### src/rtl/led_ctrl.sv
// LED pattern controller: DATA/CTRL/PERIOD registers drive a prescaled step engine (static, blink, rotate).
// leds_o and rdata_o are combinational from registers; a write is visible the cycle after its edge.
module led_ctrl #(
    parameter int unsigned TICK_DIV = 50000
) (
    input  logic        clk_i,
    input  logic        reset_i,
    input  logic        we_i,
    input  logic [1:0]  addr_i,
    input  logic [31:0] wdata_i,
    output logic [31:0] rdata_o,
    output logic [15:0] leds_o,
    output logic        step_o
);

    typedef enum logic {
        IDLE = 1'b0,
        RUN  = 1'b1
    } state_t;

    localparam logic [23:0] PRESC_MAX = 24'(TICK_DIV - 1);

    state_t      state_q, state_d;
    logic [15:0] data_q, data_d;
    logic [2:0]  ctrl_q, ctrl_d;
    logic [15:0] period_q, period_d;
    logic [15:0] work_q, work_d;
    logic [23:0] presc_q, presc_d;
    logic [15:0] step_cnt_q, step_cnt_d;
    logic        phase_q, phase_d;

    logic        wr_data, wr_ctrl, wr_period, wr_any;
    logic        running, tick, step;
    logic [15:0] period_eff;
    logic        unused_wdata;

    assign unused_wdata = ^wdata_i[31:16];

    always_comb begin
        wr_data    = we_i && (addr_i == 2'd0);
        wr_ctrl    = we_i && (addr_i == 2'd1);
        wr_period  = we_i && (addr_i == 2'd2);
        wr_any     = wr_data || wr_ctrl || wr_period;
        running    = (state_q == RUN);
        period_eff = (period_q == 16'd0) ? 16'd1 : period_q;
        tick       = running && (presc_q == PRESC_MAX);
        step       = tick && (step_cnt_q == period_eff - 16'd1);
    end

    always_comb begin
        state_d    = state_q;
        data_d     = data_q;
        ctrl_d     = ctrl_q;
        period_d   = period_q;
        work_d     = work_q;
        presc_d    = presc_q;
        step_cnt_d = step_cnt_q;
        phase_d    = phase_q;

        if (running) begin
            presc_d = tick ? 24'd0 : presc_q + 24'd1;
            if (tick) begin
                step_cnt_d = step ? 16'd0 : step_cnt_q + 16'd1;
            end
            if (step) begin
                case (ctrl_q[1:0])
                    2'd1:    phase_d = ~phase_q;
                    2'd2:    work_d  = {work_q[14:0], work_q[15]};
                    2'd3:    work_d  = {work_q[0], work_q[15:1]};
                    default: ;
                endcase
            end
        end else begin
            presc_d    = 24'd0;
            step_cnt_d = 16'd0;
            phase_d    = 1'b0;
        end

        // A register write restarts the timing and overrides any coincident step update.
        if (wr_any) begin
            presc_d    = 24'd0;
            step_cnt_d = 16'd0;
            phase_d    = 1'b0;
            work_d     = work_q;
        end
        if (wr_data) begin
            data_d = wdata_i[15:0];
            work_d = wdata_i[15:0];
        end
        if (wr_ctrl) begin
            ctrl_d  = wdata_i[2:0];
            work_d  = data_q;
            state_d = wdata_i[2] ? RUN : IDLE;
        end
        if (wr_period) begin
            period_d = wdata_i[15:0];
        end
    end

    always_ff @(posedge clk_i or posedge reset_i) begin
        if (reset_i) begin
            state_q    <= IDLE;
            data_q     <= 16'd0;
            ctrl_q     <= 3'd0;
            period_q   <= 16'd0;
            work_q     <= 16'd0;
            presc_q    <= 24'd0;
            step_cnt_q <= 16'd0;
            phase_q    <= 1'b0;
        end else begin
            state_q    <= state_d;
            data_q     <= data_d;
            ctrl_q     <= ctrl_d;
            period_q   <= period_d;
            work_q     <= work_d;
            presc_q    <= presc_d;
            step_cnt_q <= step_cnt_d;
            phase_q    <= phase_d;
        end
    end

    always_comb begin
        leds_o = 16'd0;
        if (running) begin
            case (ctrl_q[1:0])
                2'd0:    leds_o = data_q;
                2'd1:    leds_o = phase_q ? 16'd0 : data_q;
                default: leds_o = work_q;
            endcase
        end
    end

    assign step_o = step;

    always_comb begin
        rdata_o = 32'd0;
        case (addr_i)
            2'd0:    rdata_o = {16'd0, data_q};
            2'd1:    rdata_o = {29'd0, ctrl_q};
            2'd2:    rdata_o = {16'd0, period_q};
            default: rdata_o = {14'd0, phase_q, running, leds_o};
        endcase
    end

endmodule

### config.mk
export PLATFORM = sky130hd
export DESIGN_NAME = led_ctrl
export DESIGN_NICKNAME = d
export VERILOG_FILES = /design/src/rtl/led_ctrl.sv
export SDC_FILE = /design/constraint.sdc
export NUM_CORES = 1
export LEC_CHECK = 0
export CORE_UTILIZATION = 50
export DETAILED_ROUTE_END_ITERATION = 8
export PLACE_DENSITY = 0.88
export SETUP_SLACK_MARGIN = 0.3
export SYNTH_ARGS = -nofsm -noshare
export SYNTH_HDL_FRONTEND = slang
export SYNTH_SLANG_ARGS = --single-unit
### constraint.sdc
create_clock -name clk_i -period 4.6 [get_ports clk_i]
set_input_delay 0.92 -clock clk_i [delete_from_list [all_inputs] [get_ports clk_i]]
set_output_delay 0.92 -clock clk_i [all_outputs]
set_load 0.05 [all_outputs]
After elaboration in Yosys (flattened, before gate mapping)
Cells that the tools add are included.

word-level totals
  register bits = 93
  output and inout port bits = 49
  input port bits = 37

cells by class
  bitwise gates (word level) = 1
  reductions and logical operators = 15
  add/sub/neg operators = 3
  muxes and demuxes = 23
  equality and inequality tests = 11

operators by type and width
  operator                                                                  number
  16-bit two-way mux                                                        12
  24-bit two-way mux                                                        3
  16-bit case mux with 2 select lines                                       2
  18-bit case mux with 3 select lines                                       1
  24-bit by 1-bit adder with 24-bit output (second input constant)          1
  24-bit by 16-bit equality test with 1-bit output (second input constant)  1
  16-bit by 1-bit adder with 16-bit output (second input constant)          1
  16-bit equality test                                                      1
  16-bit logical NOT                                                        1
  16-bit by 1-bit subtractor with 16-bit output (second input constant)     1
  3-bit by 1-bit inequality test with 1-bit output (second input constant)  3
  2-bit equality test (second input constant)                               3
  3-bit nonzero test                                                        2
  1-bit logical AND                                                         5
  1-bit two-way mux                                                         5
  2-bit by 1-bit equality test with 1-bit output (second input constant)    2
  2-bit logical NOT                                                         2
  4-bit AND reduction                                                       1
  4-bit nonzero test                                                        1
  3-bit inequality test (second input constant)                             1
  1-bit logical OR                                                          2
  2-bit AND reduction                                                       1
  1-bit NOT                                                                 1

Logic depth before layout (Yosys ltp)
Gate-level depths: netlist of the first run.

  word-level depth = 10
  mapped depth = 16
  mapped depth without buffers = 12

Worst setup path after synthesis of the first run
OpenSTA, ideal clock, no wires.

  kind = register -> output
  start = register period_q[8]
  end = output port step_o
  data arrival time = 3573 ps
  stages on the path, launching flop included = 14
  required time = 3680 ps
  setup slack = 107 ps
  cells stage by stage = dfrtp_1 buf_6 or4_4 or3_4 nor2_1 nor2_1 ha_1 nor3b_1 nand4_1 mux2_2 nor4_2 and3_1 clkbuf_2 buf_2

on the way
  word-level cells in the longest chain between the ends = 5

RTL lines
  element                                          line  text
  start, declared                                  26    logic [15:0] period_q, period_d;
  start signal, assigned                           114   period_q <= period_d;
  16-bit logical NOT                               45    period_eff = (period_q == 16'd0) ? 16'd1 : period_q;
  16-bit two-way mux *                             45
  16-bit by 1-bit subtractor with 16-bit output *  47    step = tick && (step_cnt_q == period_eff - 16'd1);
  16-bit equality test *                           47
  1-bit logical AND *                              47
  end, declared                                    13    output logic step_o

Every way passes the cells marked *; elsewhere a longest branch is shown, timed or not.

Worst setup path after layout of the first run
  start = register period_q[10]
  end = output port step_o

The elaborated chain is that of the path after synthesis.

==> flow_metrics.py, run 1 <==
metrics = {
    "floorplan": {
        "initial_core_util_pct": 52.25,
        "io_pins": 86,
        "die_w_um": 112.4,
        "fp-row-count": 39,
        "die_area_um2": 12630,
        "die_y_um": 112.4,
        "core_um2": 11660,
    },
    "clock_tree": {
        "root_buffer": "clkbuf_16",
        "hold_buffers": 0,
        "h-tree-depth": 3,
        "insertion_delay_ns": 0.35,
        "cts_tree": "yes",
        "clockBufferDepth": 2,
        "cts_buffers": 9,
        "path_clk_slew_ns": 0.06,
        "clock_sinks": 92,
    },
    "layout": {
        "layout_commonest_cell": "dfrtp_1",
        "syn_to_final_growth_pct": 18.38,
        "mostFrequentLayoutCells": "dfrtp_1 (91), nand2_1 (60), mux2_2 (51), buf_4 (50)",
        "drive_above_1_share_pct": 20.70,
        "final_area_um2": 7213,
        "utilization_pct": 61.85,
        "nFillCells": 913,
        "layout.nets": 750,
    },
    "route": {
        "avgRoutedWirePerCell_um": 19.36,
        "postRouteWirelength_mm": 16.63,
        "drc": 0,
        "vias": 5380,
        "drtIter0Drc": 444,
        "antenna_left": 0,
        "dr.pass1.iters": 5,
        "routed_via_density": 6.263,
    },
    "synth": {
        "synth_top_family_by_area": "simple AND/OR/NAND/NOR gates",
        "syn_area_um2": 6093,
        "synth_seq_cells": 92,
        "synthAdderAreaFrac_pct": 0.6160,
        "synth_xor_area_share_pct": 7.002,
        "synthSimpleGateAreaFrac_pct": 21.95,
        "synth_mux_area_share_pct": 16.14,
        "seq_area_frac_synth_pct": 37.78,
        "synth_warnings": 0,
        "synthArstFlopShare_pct": 100.0,
        "synth_cell_type_count": 56,
        "synthFlopType": "dfrtp_1",
        "synth.avg_cell_area_um2": 9.331,
        "synth_edf_count": 0,
        "syn_inst": 653,
        "synth_compound_area_share_pct": 9.959,
    },
    "sta": {
        "worst_pin_slew_ns": 0.8951,
        "relSlewSlack_pct": 40.33,
        "finalSetupTns_ns": 0,
        "fin_crit_ns": 4.292,
        "fmax_mhz": 233.0,
        "min_period_over_period_pct": 93.31,
        "finClkSkew_ns": 0.006928,
        "setup_viol": 0,
        "hold_viol_final": 0,
        "drv_slew": 0,
        "rsz0062_at_grt": "yes",
    },
    "global_routing": {
        "grt_pass1_wl_mm": 27.27,
        "grt_max_degree": 38,
        "grt.overflow.total": 0,
        "antenna_found_initial": 0,
        "grt_use_total_pct": 27.49,
        "grt_pass1_vias": 5340,
    },
    "worst_setup_path": {
        "crit_type": "register to primary output",
        "worstSetupEndpointType": "primary output",
        "critPathMaxFanout": 5,
        "crit_arrival_ns": 3.37,
        "rrSetupSlack_ns": 0.58,
        "cp-start-kind": "register",
        "worstPathRequired_ns": 3.68,
    },
    "power_and_ir_drop": {
        "power_leakage_nw": 3.059,
        "power.density_nw_per_um2": 381.3,
        "vdd.ir_drop.worst_v": 0.0002867,
        "power_mw": 2.750,
    },
    "place": {
        "placed_area_um2": 6770,
        "place.gp.congestion": 0.9687,
        "dp_hpwl_mm": 11.75,
        "io_buffers": 55,
    },
    "min_path": {
        "holdCritPathClass": "register to register",
    },
    "flow_run": {
        "cap_violations": 0,
    },
    "outcome": {
        "status": "finished, final reports clean",
    },
}
==> state kept, by name, indices dropped and copies added (netlist names) <==
register    count
ctrl_q          2
data_q         16
period_q       16
phase_q         1
presc_q        24
running         1
step_cnt_q     16
work_q         16
==> metrics by stage <==
stage / hold slack [ns] / std cells / setup slack (ns)
detailed placement: 0.4619 / 831 / 0.2836
CTS: 0.4704 / 852 / 0.3017
finish: 0.4649 / 859 / 0.3075
floorplan: 0.4251 / 666 / 0.3007
global route: 0.5001 / 858 / 0.1990
global placement: 0.4392 / 831 / 0.3003
==> layer usage <==
metal | global-route usage (%) | vias up | part of all wire [%]
met4 | 10.93 | 0 | 2.5
met3 | 5.184 | 36 | 7.4
met2 | 44.06 | 244 | 48
li1 | - | 2447 | -
met5 | 0 | - | 0
met1 | 36.92 | 2653 | 42
==> Yosys cell counts (3+ instances only) <==
cell type | number | area share, %
clkbuf_1 | 35 | 2.2
nor4_1 | 9 | 0.92
mux4_2 | 3 | 1.1
a22o_1 | 17 | 2.4
and2_1 | 8 | 0.82
o211ai_1 | 17 | 2.1
xnor2_1 | 20 | 2.9
or4_1 | 3 | 0.37
nor2b_1 | 3 | 0.31
dfrtp_1 | 92 | 38
nor2_1 | 39 | 2.4
mux2_2 | 52 | 9.6
nand2b_1 | 6 | 0.62
and4_1 | 3 | 0.43
or3_1 | 4 | 0.41
inv_1 | 27 | 1.7
nand4b_1 | 3 | 0.43
o21ai_0 | 17 | 1.4
buf_2 | 3 | 0.25
buf_1 | 4 | 0.25
nand3_1 | 19 | 1.6
nand4_1 | 29 | 3.0
ha_1 | 3 | 0.62
nor3_1 | 40 | 3.3
mux2i_1 | 33 | 5.4
and3_1 | 15 | 1.5
nand2_1 | 61 | 3.8
buf_4 | 14 | 1.7
a21oi_1 | 10 | 0.82
a31o_2 | 3 | 0.43
xor2_1 | 26 | 3.7
==> worst max-delay path: stages, from the launching register on <==
cell and delay [ns]:
dfrtp_1 0.38, or4_4 0.56, or3_4 0.41, nor2_4 0.14
nor2_2 0.06, ha_4 0.16, nor3b_4 0.16, a21boi_1 0.14
a21o_1 0.15, nand4_1 0.16, nor4_4 0.28, and3_4 0.27
buf_12 0.14
==> power breakdown <==
group	switching (mW)	internal (mW)
Combinational	0.613	0.385
Sequential	0.107	0.894
Clock	0.315	0.435
Total	1.04	1.71
==> path summary, 6_finish.rpt <==
path                              start      endpoint  cells after the start
max                        period_q[10]        step_o                     12
min                          presc_q[0]    presc_q[0]                      1
max reg2reg                period_q[10]     work_q[1]                     15
min reg2reg                  presc_q[0]    presc_q[0]                      1
max in group asynchronous       reset_i  period_q[11]                      3
min in group asynchronous       reset_i     ctrl_q[0]                      2
==> kinds of logic after synthesis <==
group | count (synthesis)
adder cells (fa/ha/maj) | 3
other | 1
multiplexers | 88
AO/OA/AOI/OAI | 81
buffers and inverters | 86
flip-flops | 92
AND/OR/NAND/NOR | 255
XOR/XNOR | 47
==> timing repair <==
| item | in CTS | in global routing |
|---|---|---|
| gates resized for setup | 10 | 5 |
| buffers inserted | 5 | 6 |
| setup endpoints to repair | 1 | 1 |
| gates cloned | 0 | 0 |
| pin swaps | 3 | 10 |
==> layout make-up <==
class	count	area, um2	share of cell area, %
clock buffers	10	239.0	3.313
multi-input cells	488	3522	48.83
diodes	1	2.502	0.03469
clock inverters	6	63.81	0.8846
repair buffers	92	800.8	11.10
well taps	143	178.9	2.480
inverters	27	102.6	1.422
flip-flops and latches	92	2303	31.93
(Power assumes the default switching activity.)
==> inputs of run 2 (changes only) <==
--- a/config.mk
+++ b/config.mk
@@ -12,3 +12,4 @@
 export SYNTH_ARGS = -nofsm -noshare
 export SYNTH_HDL_FRONTEND = slang
 export SYNTH_SLANG_ARGS = --single-unit
+export TNS_END_PERCENT = 10
==> results of run 2 <==
The final DEF is identical to that of run 1; final timing and power are the same.
